$ cat config.mk
export PLATFORM = sky130hd
export DESIGN_NAME = inst_fetch_unit
export DESIGN_NICKNAME = d
export VERILOG_FILES = /design/src/rtl/inst_fetch_unit.sv
export SDC_FILE = /design/constraint.sdc
export NUM_CORES = 1
export LEC_CHECK = 0
export CAP_MARGIN = 30
export CORE_UTILIZATION = 40
export CTS_CLUSTER_SIZE = 40
export DETAILED_ROUTE_END_ITERATION = 8
export GPL_ROUTABILITY_DRIVEN = 0
export MAX_ROUTING_LAYER = met4
export PLACE_DENSITY = 0.81
export SLEW_MARGIN = 20
export SYNTH_ARGS = -nofsm -noshare
export SYNTH_HDL_FRONTEND = slang
export SYNTH_SLANG_ARGS = --single-unit
$ cat constraint.sdc
create_clock -name clk -period 2.8 [get_ports clk]
set_clock_uncertainty 0.05 [all_clocks]
set_input_delay 0.42 -clock clk [delete_from_list [all_inputs] [get_ports clk]]
set_output_delay 0.42 -clock clk [all_outputs]
set_load 0.02 [all_outputs]
$ cat src/rtl/inst_fetch_unit.sv
// inst_fetch_unit: non-pipelined fetch/issue front end with branch-resolving PC update
module inst_fetch_unit #(
  parameter int AW       = 8,
  parameter int IW       = 17,
  parameter int RESET_PC = 0,
  parameter int CW       = 16
) (
  input  logic          clk,
  input  logic          rst_n,
  output logic          imem_req,
  output logic [AW-1:0] imem_addr,
  input  logic          imem_ack,
  input  logic [IW-1:0] imem_rdata,
  output logic          inst_valid,
  input  logic          inst_ready,
  output logic [IW-1:0] inst_out,
  output logic [AW-1:0] pc_out,
  input  logic          exec_done,
  input  logic [1:0]    bs,
  input  logic          ps,
  input  logic          zero,
  input  logic [AW-1:0] reg_a,
  input  logic [AW-1:0] branch_offset,
  input  logic          halt,
  output logic          halted,
  output logic [CW-1:0] inst_count
);
  typedef enum logic [2:0] {IDLE, FETCH, ISSUE, EXEC, HALTED} state_t;
  state_t        state, state_nx;
  logic [AW-1:0] pc, pc_inc, pc_br, next_pc;
  logic [IW-1:0] inst_q;
  logic [CW-1:0] count_q;
  logic          halt_pend, retire, take;
  assign imem_req   = state == FETCH;
  assign imem_addr  = pc;
  assign inst_valid = state == ISSUE;
  assign inst_out   = inst_q;
  assign pc_out     = pc;
  assign halted     = state == HALTED;
  assign inst_count = count_q;
  assign retire     = state == EXEC && exec_done;
  assign pc_inc     = pc + AW'(1);
  assign pc_br      = pc_inc + branch_offset;
  assign take       = bs == 2'b11 || (bs == 2'b01 && (zero ^ ps));
  assign next_pc    = bs == 2'b10 ? reg_a : take ? pc_br : pc_inc;
  // next state: each handshake state waits on its own strobe only
  always_comb begin
    state_nx = state;
    case (state)
      IDLE:    state_nx = halt ? HALTED : FETCH;
      FETCH:   state_nx = imem_ack ? ISSUE : FETCH;
      ISSUE:   state_nx = inst_ready ? EXEC : ISSUE;
      EXEC:    state_nx = exec_done ? ((halt || halt_pend) ? HALTED : FETCH) : EXEC;
      HALTED:  state_nx = halt ? HALTED : FETCH;
      default: state_nx = IDLE;
    endcase
  end
  // state, pc, instruction register, retire counter and deferred halt request
  always_ff @(posedge clk or negedge rst_n) begin
    if (!rst_n) begin
      state     <= IDLE;
      pc        <= AW'(RESET_PC);
      inst_q    <= '0;
      count_q   <= '0;
      halt_pend <= 1'b0;
    end else begin
      state <= state_nx;
      if (state == FETCH && imem_ack) inst_q <= imem_rdata;
      if (retire) pc <= next_pc;
      if (retire && !(&count_q)) count_q <= count_q + CW'(1);
      if (retire) halt_pend <= 1'b0;
      else if (halt && (state == FETCH || state == ISSUE)) halt_pend <= 1'b1;
    end
  end
endmodule

==> flow_metrics.tcl, run 1 <==
set metrics [dict create \
    post_cts.repair.setup_buffers 0 \
    num-nets-final 393 \
    ant_nets 0 \
    fill_cells 497 \
    avgViaCountPerCell 5.33 \
    final-setup-viol-count 0 \
    synthArstFlopShare_pct 100 \
    initial_utilization_pct 42.0 \
    final-hold-violation-count 0 \
    clk_pin_slew_ns 0.08 \
    core-area_um2 6030 \
    ys_ff_latch 45 \
    cts_sinks 45 \
    yosys_warnings 0 \
    worstSetupPathType "reg -> reg" \
    antenna_found_initial 0 \
    num_vias 2213 \
    clkLatencyLatePin_ns 0.29 \
    clockBufferDepth 2 \
    crit_chain "ha_4 -> nand2_1 -> or2_4 -> xnor2_2 -> ha_1 -> a21o_1 -> a221o_1 -> or4_4 -> nand4b_1 -> nor3b_2" \
    routed_wl_um 6110 \
    maxCapViolCount 0 \
    worstPathArrival_ns 2.85 \
    drtIter0Drc 123 \
    slew_violations 0 \
    p_per_area_nw_per_um2 945 \
    tightest_slew_ns 0.559 \
    end_kind "flip-flop" \
    multiInputGateArea_um2 1340 \
    worst-r2r-setup-slack_ns 0.12 \
    worst_slack_ns 0.125 \
    synthToLayoutAreaGrowth_pct 45.6 \
    io_pins 95 \
    num_antenna_cells 0 \
    startpoint_type "flip-flop" \
    r2r_cells 10 \
    rows 28 \
    die-area_um2 6660 \
    worstPathMaxFanout 4 \
    ctsHoldBuffers 0 \
    numCtsBuffers 5 \
    slowest_stage "or4_4" \
    min_path_type "in -> async" \
    avgRoutedWirePerCell_um 14.7 \
    fmax_mhz 374 \
    drive_gt1_share_pct 15.9 \
    synthFlopType "dfrtp_1" \
    max_slew_margin_pct 62.8 \
    fin_area_um2 3690 \
    dpl_cell_area_um2 3570 \
    cts_root_buf "clkbuf_8" \
    seq_area_um2 1130 \
    grt_overflow 0 \
    grt_usage_pct 19.9 \
    status "complete, no violations" \
    post-route-period-util_pct 95.5 \
    synth_edf_count 0 \
    fp.dieH_um 81.6 \
    dp_hpwl_um 4590 \
    fp.dieW_um 81.6 \
    critPathMaxStageDelay_ns 0.44 \
    grt_pass1_wl_um 9800 \
    timing.critical_path.buf_inv 0 \
    ys_top_cells_by_area "dfrtp_1, mux2_2, xnor2_1" \
    synth_cell_types 48 \
    cp_top_family "simple AND/OR/NAND/NOR gates" \
    seq_area_frac_synth_pct 44.4 \
    finalCriticalPeriod_ns 2.68 \
    grt_pass1_vias 2143 \
    worst_r2r_endpoint "imem_addr[7]" \
    final_common_cell "clkdlybuf4s50_1" \
    ir_drop_v 0.000518 \
    syn-instance-count 242 \
    cts_tree "built" \
    h-tree-depth 2 \
    syn_area_um2 2530 \
    grt_max_degree 46 \
    final_util_pct 61.2 \
    yosysTopAreaCell "dfrtp_1" \
    portBuffers 94 \
    power.total_mw 3.49 \
    total_leakage_power_nw 1.52 \
    worstPathRequired_ns 2.97 \
    layout_common_cells "clkdlybuf4s50_1, dfrtp_1, nand2_1" \
    drc 0 \
    yosysTopAreaCellShare_pct 44.4 \
    synthesis.nets 296 \
    syn_area_per_cell_um2 10.5 \
    worstReg2RegStart "imem_addr[0]" \
    drt_pass1_iterations 4 \
    post-place-ws_ns 0.0236 \
]
## where the power goes
group / internal, mW / switching, mW / total, mW
clock: 0.223 / 0.210 / 0.433
sequential: 0.873 / 0.189 / 1.06
combinational: 1.02 / 0.970 / 1.99
total: 2.12 / 1.37 / 3.49
## sequential cells by signal (all words and copies together) (netlist names)
name and flops:
halt_pend 1, state 3, inst_count 16, inst_out 17, imem_addr 8
## cell usage after synthesis (2+ instances only)
| cell | count |
|---|---|
| nand4_1 | 4 |
| nor3b_2 | 2 |
| buf_4 | 9 |
| a31oi_1 | 2 |
| nand2b_1 | 2 |
| nor3b_1 | 2 |
| nand3_1 | 11 |
| mux2_2 | 18 |
| ha_1 | 10 |
| nor2b_1 | 2 |
| a21o_1 | 2 |
| nor2_1 | 17 |
| xor2_1 | 6 |
| or3_1 | 3 |
| and3_1 | 3 |
| nor3_1 | 4 |
| o21ai_0 | 16 |
| o221ai_1 | 2 |
| clkbuf_1 | 4 |
| inv_1 | 4 |
| nand2_1 | 20 |
| dfrtp_1 | 45 |
| xnor2_1 | 20 |
| a21oi_1 | 9 |
| and4_1 | 2 |
## stage by stage
step                std cells  TNS, ns  hold WS, ns
finish                    415        0        0.155
global route              415  -0.0116        0.195
CTS                       415        0        0.166
detailed placement        407        0        0.435
global placement          407        0        0.432
floorplan                 242        0       0.0744
## worst max path at each step
stage                 startpoint           end  cells past startpoint
global route        imem_addr[2]  imem_addr[7]                     10
detailed placement  imem_addr[0]  imem_addr[7]                     10
floorplan           imem_addr[2]  imem_addr[7]                      9
global placement    imem_addr[0]  imem_addr[7]                     10
CTS                 imem_addr[0]  imem_addr[7]                     10
finish              imem_addr[0]  imem_addr[7]                     10
## logic make-up (layout without fill, tap and decap cells)
group	Yosys count	after routing	synth area share, %
mux	18	18	8.00
fa+ha+maj	11	11	5.73
xor+xnor	26	26	8.99
flops	45	45	44.4
buf+inv	18	116	4.05
simple gates	82	82	17.7
compound gates	42	42	11.1
## worst register-to-register path: stages (launching register included)
cell	delay [ns]
dfrtp_2	0.39
ha_4	0.15
nand2_1	0.05
or2_4	0.23
xnor2_2	0.14
ha_1	0.35
a21o_1	0.19
a221o_1	0.35
or4_4	0.44
nand4b_1	0.11
nor3b_2	0.16
## metal layers
| metal | global-route usage [%] | share of wire [%] |
|---|---|---|
| met5 | - | 0 |
| met4 | 6.67 | 2.2 |
| met3 | 4.56 | 6.7 |
| met2 | 31.4 | 47 |
| met1 | 25.0 | 44 |
## final cells by class
class | instances | area share (%)
Timing Repair Buffer | 104 | 27.4
Clock buffer | 7 | 2.61
Multi-Input combinational cell | 179 | 36.3
Clock inverter | 1 | 0.136
Inverter | 4 | 0.407
Tap cell | 75 | 2.54
Sequential cell | 45 | 30.6
## what timing repair did
item / in CTS / in global routing
endpoints found under the setup margin: 0 / 1
gates resized for setup: 0 / 5
hold endpoints to repair: 0 / 0
No activity file was read; power rests on OpenSTA's default activity.
==> run 2, diff against run 1 <==
Settings changed: SLEW_MARGIN 20 to 10.
==> results of run 2 <==
No change in the layout: final DEF, timing and power equal those of run 1.
